**config.mk**
```make
export PLATFORM = sky130hd
export DESIGN_NAME = candidate_enumerator
export DESIGN_NICKNAME = d
export VERILOG_FILES = /design/src/rtl/hc_pkg.sv /design/src/rtl/idx_odometer.sv /design/src/rtl/candidate_enumerator.sv
export SDC_FILE = /design/constraint.sdc
export NUM_CORES = 1
export LEC_CHECK = 0
export CAP_MARGIN = 20
export CORE_MARGIN = 1
export CORE_UTILIZATION = 50
export CTS_CLUSTER_SIZE = 12
export DETAILED_ROUTE_END_ITERATION = 8
export PLACE_DENSITY = 0.75
export SETUP_SLACK_MARGIN = 0.05
export SLEW_MARGIN = 40
export SYNTH_ARGS = -nofsm -noshare
export SYNTH_HDL_FRONTEND = slang
export SYNTH_SLANG_ARGS = --single-unit
```
**constraint.sdc**
```tcl
create_clock -name clk -period 8.81 [get_ports clk]
set_input_delay 1.3215 -clock clk [delete_from_list [all_inputs] [get_ports clk]]
set_output_delay 1.3215 -clock clk [all_outputs]
set_load 0.01 [all_outputs]
```
**src/rtl/hc_pkg.sv**
```systemverilog
// Shared constants and types for the hash-cracker candidate path.
// Consumed by idx_odometer and candidate_enumerator.
package hc_pkg;
  localparam int MAX_LEN = 8;
  localparam int CW      = 7;
  localparam int OW      = 6;
  localparam int LW      = $clog2(MAX_LEN + 1);
  localparam int PW      = $clog2(MAX_LEN);

  typedef enum logic [2:0] {
    IDLE,
    FETCH,
    PRESENT,
    ADVANCE,
    FINISH
  } enum_state_t;

  typedef logic [MAX_LEN-1:0][CW-1:0] cand_t;
  typedef logic [MAX_LEN-1:0][OW-1:0] idx_arr_t;

  // A run that can produce no candidate goes straight to FINISH.
  function automatic logic run_is_empty(input logic [OW-1:0] cs_len_i,
                                        input logic [LW-1:0] min_len_i,
                                        input logic [LW-1:0] max_len_i);
    return (cs_len_i == '0) || (min_len_i == '0) || (min_len_i > max_len_i) ||
           (max_len_i > LW'(MAX_LEN));
  endfunction
endpackage

```
**src/rtl/idx_odometer.sv**
```systemverilog
// Mixed-position odometer over MAX_LEN digits; digit 0 is least significant.
// Only the low cur_len digits count; carry_out flags a wrap of all of them.
module idx_odometer
  import hc_pkg::*;
(
  input  logic           clk,
  input  logic           rst_n,
  input  logic           clear,
  input  logic           inc,
  input  logic [OW-1:0]  radix,
  input  logic [LW-1:0]  cur_len,
  output idx_arr_t       idx,
  output logic           carry_out
);

  idx_arr_t idx_q;
  idx_arr_t idx_d;
  logic     carry;

  always_comb begin
    idx_d = idx_q;
    carry = 1'b0;
    if (clear) begin
      idx_d = '0;
    end else begin
      carry = inc;
      for (int k = 0; k < MAX_LEN; k++) begin
        if (carry && (k < int'(cur_len))) begin
          if (idx_q[k] == radix - OW'(1)) begin
            idx_d[k] = '0;
          end else begin
            idx_d[k] = idx_q[k] + OW'(1);
            carry    = 1'b0;
          end
        end
      end
    end
  end

  always_ff @(posedge clk or negedge rst_n) begin
    if (!rst_n) idx_q <= '0;
    else        idx_q <= idx_d;
  end

  assign idx       = idx_q;
  assign carry_out = carry;

endmodule

```
**src/rtl/candidate_enumerator.sv**
```systemverilog
// Walks every string over the loaded charset for lengths min_len..max_len and
// streams each candidate out. Optional CAND_COUNT_EN adds an accepted-candidate counter.
// Stream: a candidate transfers on a cycle where cand_valid && cand_ready; while
// cand_valid is high without cand_ready, cand_data/cand_len do not change.
module candidate_enumerator
  import hc_pkg::*;
(
  input  logic                  clk,
  input  logic                  reset,
  input  logic                  start,
  input  logic [OW-1:0]         cs_len,
  input  logic [LW-1:0]         min_len,
  input  logic [LW-1:0]         max_len,
  output logic [OW-1:0]         cs_ord,
  input  logic [CW-1:0]         cs_char,
  output logic                  cand_valid,
  input  logic                  cand_ready,
  output logic [MAX_LEN*CW-1:0] cand_data,
  output logic [LW-1:0]         cand_len,
  output logic                  busy,
  output logic                  done,
  output enum_state_t           dbg_state
`ifdef CAND_COUNT_EN
  ,
  output logic [47:0]           cand_count
`endif
);

  enum_state_t       state_q, state_d;
  logic [PW-1:0]     pos_q, pos_d;
  logic [LW-1:0]     cur_len_q, cur_len_d;
  logic [LW-1:0]     max_len_q, max_len_d;
  logic [OW-1:0]     cs_len_q, cs_len_d;
  cand_t             buf_q, buf_d;
  logic              busy_q, busy_d;
  logic              done_q, done_d;

  logic              odo_clear;
  logic              odo_inc;
  idx_arr_t          odo_idx;
  logic              odo_carry;
  logic              fetch_last;

  idx_odometer u_odo (
    .clk       (clk),
    .rst_n     (reset),
    .clear     (odo_clear),
    .inc       (odo_inc),
    .radix     (cs_len_q),
    .cur_len   (cur_len_q),
    .idx       (odo_idx),
    .carry_out (odo_carry)
  );

  assign fetch_last = (LW'(pos_q) == cur_len_q - LW'(1));

  always_ff @(posedge clk or negedge reset) begin
    if (!reset) begin
      state_q   <= IDLE;
      pos_q     <= '0;
      cur_len_q <= '0;
      max_len_q <= '0;
      cs_len_q  <= '0;
      buf_q     <= '0;
      busy_q    <= 1'b0;
      done_q    <= 1'b0;
    end else begin
      state_q   <= state_d;
      pos_q     <= pos_d;
      cur_len_q <= cur_len_d;
      max_len_q <= max_len_d;
      cs_len_q  <= cs_len_d;
      buf_q     <= buf_d;
      busy_q    <= busy_d;
      done_q    <= done_d;
    end
  end

  always_comb begin
    state_d   = state_q;
    pos_d     = pos_q;
    cur_len_d = cur_len_q;
    max_len_d = max_len_q;
    cs_len_d  = cs_len_q;
    buf_d     = buf_q;
    busy_d    = busy_q;
    done_d    = (state_q == FINISH);
    odo_clear = 1'b0;
    odo_inc   = 1'b0;
    case (state_q)
      IDLE: begin
        if (start) begin
          cs_len_d  = cs_len;
          max_len_d = max_len;
          cur_len_d = min_len;
          pos_d     = '0;
          buf_d     = '0;
          busy_d    = 1'b1;
          odo_clear = 1'b1;
          state_d   = run_is_empty(cs_len, min_len, max_len) ? FINISH : FETCH;
        end
      end
      FETCH: begin
        buf_d[pos_q] = cs_char;
        if (fetch_last) begin
          pos_d   = '0;
          state_d = PRESENT;
        end else begin
          pos_d = pos_q + PW'(1);
        end
      end
      PRESENT: begin
        if (cand_ready) state_d = ADVANCE;
      end
      ADVANCE: begin
        odo_inc = 1'b1;
        state_d = FETCH;
        // Wrapping every live digit means all strings of this length are done.
        if (odo_carry) begin
          cur_len_d = cur_len_q + LW'(1);
          buf_d     = '0;
          if (cur_len_q + LW'(1) > max_len_q) state_d = FINISH;
        end
      end
      FINISH: begin
        busy_d  = 1'b0;
        state_d = IDLE;
      end
      default: state_d = IDLE;
    endcase
  end

  always_comb begin
    cand_valid = (state_q == PRESENT);
    cs_ord     = (state_q == FETCH) ? odo_idx[pos_q] : '0;
    cand_data  = buf_q;
    cand_len   = cur_len_q;
    busy       = busy_q;
    done       = done_q;
    dbg_state  = state_q;
  end

`ifdef CAND_COUNT_EN
  logic [47:0] count_q, count_d;

  always_comb begin
    count_d = count_q;
    if ((state_q == IDLE) && start)               count_d = '0;
    else if ((state_q == PRESENT) && cand_ready)  count_d = count_q + 48'd1;
  end

  always_ff @(posedge clk or negedge reset) begin
    if (!reset) count_q <= '0;
    else        count_q <= count_d;
  end

  assign cand_count = count_q;
`endif

endmodule

```
# Word level (Yosys, flattened, before mapping)
# Cells that the tools add are included.
[totals]
in_bits = 25
wordCells = 166
register_bits = 126
[op_classes]
n_addsub = 12
magnitude_cmp = 13
muxes = 68
eq_ne = 17
reduce_logical = 33
[ops]
columns = ["cell", "n"]
rows = [
  ["case mux 56 bit (3 select lines)", 1],
  ["two-way mux 56 bit", 2],
  ["two-way mux 6 bit", 18],
  ["bitwise mux 56 bit", 1],
  ["adder 6 x 1 -> 6 bit, second input constant", 8],
  ["equality test 6 bit", 8],
  ["two-way mux 48 bit", 1],
  ["two-way mux 1 bit", 28],
  ["two-way mux 3 bit", 8],
  ["nonzero test 2 bit", 11],
  ["demux 7 bit (select 3 bit)", 1],
  ["binary-select mux 6 bit (select 3 bit)", 1],
  ["less-than comparator 3 x 4 -> 1 bit, first input constant", 4],
  ["case mux 3 bit (4 select lines)", 1],
  ["logical AND 1 bit", 9],
  ["AND reduction 3 bit", 3],
  ["> comparator 4 bit", 2],
  ["less-than comparator 1 x 4 -> 1 bit, first input constant", 2],
  ["less-than comparator 2 x 4 -> 1 bit, first input constant", 2],
  ["two-way mux 4 bit", 2],
  ["case mux 4 bit (2 select lines)", 1],
  ["two-way mux 7 bit", 1],
  ["equality test 3 x 2 -> 1 bit, second input constant", 2],
  ["zero test 6 bit", 1],
  ["other kinds (19)", 25],
]

# Logic depth before layout (Yosys ltp)
[logic_depth]
depth_word = 28
ltp_mapped = 13
mapped_depth_nobuf = 10

# Hierarchy
# Synthesis repeated with hierarchy kept, for this count alone.
[hier_totals]
hier_cells = 823
hier_area_um2 = 7867.5
[by_module_without_submodules]
columns = ["mod", "area_each_um2", "cells_per_inst", "instances"]
rows = [
  ["idx_odometer", 4082.7, 481, 1],
  ["candidate_enumerator", 3784.9, 342, 1],
]

# Least setup slack after synthesis
# Ideal clock, no wire load.
[synth_timing]
kind = "flip-flop to flip-flop"
startpoint = "register cs_len_q[0]"
endpoint = "register buf_q (netlist bit cand_data[42])"
arrival_ns = 3.339
path_buffers = 2
synth_period_minus_slack_ns = 3.406
path_stages_with_launch = 13
required_ns = 8.743
setup_ns = 0.067
slack_ns = 5.404
path_cell_list = "dfrtp_1 buf_2 inv_1 ha_1 clkbuf_1 nor4bb_1 a211oi_1 o21ai_0 nor3_2 a221oi_1 o41ai_2 o21ai_1 a22o_1"
[synth_via]
elab_chain_len = 28
elab_cells_between_ends = 42
cone_classes = "1 x add/sub; 9 x eq/ne; 24 x mux; 8 x reduce/logical"
[synth_rtl]
columns = ["element", "line_no", "text"]
rows = [
  ["start, declared", "candidate_enumerator.sv:33", "logic [OW-1:0] cs_len_q, cs_len_d;"],
  ["start signal, assigned", "candidate_enumerator.sv:72", "cs_len_q <= cs_len_d;"],
  ["subtractor 6 x 1 -> 6 bit (*)", "idx_odometer.sv:29", "if (idx_q[k] == radix - OW'(1)) begin"],
  ["equality test 6 bit", "idx_odometer.sv:29", ""],
  ["two-way mux 1 bit", "idx_odometer.sv:29", ""],
  ["two-way mux 1 bit", "idx_odometer.sv:28", "if (carry && (k < int'(cur_len))) begin"],
  ["two-way mux 1 bit", "idx_odometer.sv:23", "if (clear) begin"],
  ["two-way mux 1 bit or logical AND 1 bit (tied branches)", "idx_odometer.sv:29, idx_odometer.sv:28", ""],
  ["two-way mux 1 bit", "idx_odometer.sv:28", ""],
  ["two-way mux 1 bit", "idx_odometer.sv:23", ""],
  ["[12 not listed]", "-", ""],
  ["two-way mux 1 bit or logical AND 1 bit (tied branches)", "idx_odometer.sv:29, idx_odometer.sv:28", ""],
  ["two-way mux 1 bit", "idx_odometer.sv:28", ""],
  ["two-way mux 1 bit", "idx_odometer.sv:23", ""],
  ["two-way mux 1 bit or logical AND 1 bit (tied branches)", "idx_odometer.sv:29, idx_odometer.sv:28", ""],
  ["two-way mux 1 bit (*)", "idx_odometer.sv:28", ""],
  ["two-way mux 1 bit (*)", "idx_odometer.sv:23", ""],
  ["!= test 2 bit (no line) (*)", "-", ""],
  ["AND reduction 3 bit (no line) (*)", "-", ""],
  ["end signal, assigned", "candidate_enumerator.sv:73", "buf_q <= buf_d;"],
  ["end, declared", "candidate_enumerator.sv:34", "cand_t buf_q, buf_d;"],
]
# Mark *: on every way between the ends. The rest lies on a longest branch, timed or not. The select of a mux whose other input is x is not followed.
# A chain may end at the register's enable or synchronous reset.

# Final worst setup path
[layout_timing]
startpoint = "register cs_len_q[0]"
endpoint = "register buf_q (netlist bit cand_data[27])"
# Same word-level chain as after synthesis.

==> impl_metrics.toml <==
[sta]
fmax_ghz = 0.220
finalHoldViolations = 0
drv_slew = 0
hold_ws_ns = 0.502
final.period_utilization = 0.516
rsz0062_at_grt = "no"
fin_crit_ns = 4.55
clock_skew_ns = 0.00883
relSlewSlack = 0.452
setup_viol = 0
fin_setup_tns_ns = 0
worst_pin_slew_ns = 0.811

[power_and_ir_drop]
p_leak_nw = 4.08
clock_power_share = 0.506
combPwrFrac = 0.059
seqPwrFrac = 0.434
swShare = 0.236
p_per_area_nw_per_um2 = 150
ir_drop_v = 0.000119
power.switching_uw = 327
internal_power_mw = 1.06

[global_routing]
grt_pass1_vias = 6764
grt_pass1_wl_um = 36100
grt_max_degree = 72
grt_overflow = 0
antenna_found_initial = 0
grt_usage = 0.297

[placement]
portBuffers = 96
dp.cells = 1034
gp_congestion = 0.960
dp_hpwl_um = 16300

[drt]
wl_um = 22600
drc = 0
viasPerCell = 6.48
postRouteAntennaNets = 0
drtPass1Iterations = 5
vias = 6913
drtIter0Drc = 623
avgRoutedWirePerCell_um = 21.2

[layout]
stdcell_count = 1066
antenna_cells = 0
nFillCells = 1174
layout-drive-gt1-share = 0.0669
area_delta_synth_final_pct = 22.3
final_nets = 915

[synth]
syn_nets = 848
synth-seq-cells = 126
syn-instance-count = 802
async_flop_share = 1.00
ys_seq_area_frac = 0.419
avgSynthCellArea_sq_um = 9.39
synth.distinct_cells = 64
ys.flop_type = "dfrtp_1"
yosysWarnings = 0
syn_area_sq_um = 7530
synth_edf_count = 0

[floorplan]
initial_utilization = 0.516
fp.dieW_um = 125
io_pins = 97
rows = 44
core_region_area_sq_um = 14600
dieArea_sq_um = 15600
die_h_um = 125

[clocking]
root_buffer = "clkbuf_16"
cts_max_path_buffers = 2
cts_buffers = 17
tritoncts = "built"
cts.htree.levels = 4
cts_resized = 0
clkTransAtPathRegs_ns = 0.06
cts_hold_buf = 0
cts_setup_buffers = 0
cts.sinks = 126
clock_latency_ns = 0.42

[worst_setup_path]
crit_type = "reg2reg"
critPathLaunchType = "register"
crit_path_end_kind = "register"
worstPathRequired_ns = 9.11
reg2reg_from = "cs_len_q[0]"
cp-startpoint = "cs_len_q[0]"
critPathMaxFanout = 18
critPathArrivalTime_ns = 4.85

[hold_path]
hold_path.class = "reg2reg"
min_from = "cand_data[46]"

[run]
drv_cap = 0

[run_status]
status = "finished clean"
cell families after synthesis:
family	after synthesis	share of synthesized area
AOI/OAI and AO/OA	256	0.244
xor gates and xnor gates	52	0.0751
adders and majority gates	21	0.0349
buffers and inverters	87	0.0449
DFF	126	0.419
muxes	4	0.00548
and+or+nand+nor	256	0.177
metrics by stage:
stage	total power [mW]	area, sq um	setup slack [ns]	utilization
global route	1.43	9210	4.14	0.631
finish	1.38	9210	4.26	0.631
CTS	1.39	9200	4.48	0.630
detailed placement	0.695	8610	4.51	0.590
global placement	0.691	8570	4.33	0.587
floorplan	0.635	7530	5.40	-
synthesized netlist by cell type (6+ instances only):
cell type	number	area share
a21o_1	9	0.0090
and3_1	19	0.016
a22o_1	63	0.073
o21ai_1	9	0.0060
o211ai_1	7	0.0070
buf_2	8	0.0053
o21ai_0	52	0.035
a22oi_1	13	0.013
nor3_1	33	0.022
a31oi_1	13	0.011
a221oi_1	7	0.0081
inv_1	28	0.014
nor2_1	44	0.022
buf_1	10	0.0050
and2_1	6	0.0050
xnor3_1	8	0.024
clkbuf_1	40	0.020
and3b_1	6	0.0070
xor2_1	16	0.019
ha_1	21	0.035
xnor2_1	28	0.033
nand2_1	62	0.031
o221ai_1	6	0.0070
o31ai_1	10	0.010
or3_1	7	0.0058
a211oi_1	16	0.016
a21oi_1	19	0.013
nor2b_1	7	0.0058
dfrtp_1	126	0.42
nand2b_1	10	0.0083
nor3b_1	6	0.0060
nand3_1	33	0.022
critical path, cell delays in order, from the launching register on:
cell      delay, ns
dfrtp_1        0.59
inv_1          0.16
ha_1           0.67
nand2_1        0.39
nor3_1         0.28
a211oi_1       0.09
nor3_1         0.58
a221oi_2       0.27
o41ai_4        0.72
o21ai_1        0.37
a22o_1         0.29
path summary, 6_finish.rpt:
kind | endpoint | slack (ns) | cells past startpoint
min in group asynchronous | u_odo.idx[44] | 0.91 | 1
max | cand_data[27] | 4.26 | 10
min | cand_data[46] | 0.50 | 1
max in group asynchronous | cs_len_q[2] | 6.69 | 2
max reg2reg | cand_data[27] | 4.26 | 10
min reg2reg | cand_data[46] | 0.50 | 1
metal layers:
metal  vias to the layer above  GRT usage  wire length [um]  share of wire
met5                         -          0                 0              0
li1                       3114          -                 -              -
met2                       326      0.479             10800           0.48
met1                      3415      0.391              9400           0.42
met4                         0      0.114               639          0.028
met3                        58     0.0614              1750          0.078
registers in the layout (all words and copies together), names as in the netlist:
signal,flops
cs_len_q,6
max_len_q,4
pos_q,3
cand_data,56
done,1
u_odo.idx,48
dbg_state,3
cand_len,4
busy,1
final cells by class:
type,instances,area [sq um],share of cell area
well taps,184,230,0.0250
inverters,28,105,0.0114
multi-input cells,589,4090,0.444
clock buffers,18,429,0.0466
flip-flops and latches,126,3150,0.343
clock inverters,14,160,0.0174
repair buffers,107,1040,0.113
cell usage in the layout, fill, tap and decap left out, types with 4 or more instances in the layout:
cell type        Yosys  routed
clkbuf_16            0      17
o211ai_1             7       7
a21o_1               9       9
xor2_1              16      16
o221ai_1             6       6
inv_1               28      28
nor3_1              33      31
xnor2_1             28      28
o21ai_1              9       9
a31oi_1             13      13
nor2_1              44      44
o21ai_0             52      52
o31ai_1             10      10
o21a_1               4       4
a221oi_1             7       6
xnor3_1              8       8
dfrtp_1            126     125
clkdlybuf4s50_1      0      95
nor3_2               2       4
nor2b_1              7       7
and3_1              19      19
nand2_1             62      62
nor3b_1              6       5
nand2b_1            10      10
ha_1                21      21
a211oi_1            16      16
buf_4                0      11
or3_1                7       7
a41oi_1              4       4
nand3_1             33      33
a21oi_1             19      19
and3b_1              6       6
and2_1               6       6
a22oi_1             13      13
a22o_1              63      63
power by group through the flow:
stage | logic (mW) | clock network (mW) | registers (mW)
after detailed placement | 0.0836 | 0 | 0.611
final | 0.0823 | 0.701 | 0.601
after global routing | 0.0888 | 0.736 | 0.602
after global placement | 0.0798 | 0 | 0.611
after CTS | 0.0835 | 0.707 | 0.601
after floorplan | 0.0191 | 0 | 0.616
No activity file was read; power rests on OpenSTA's default activity.
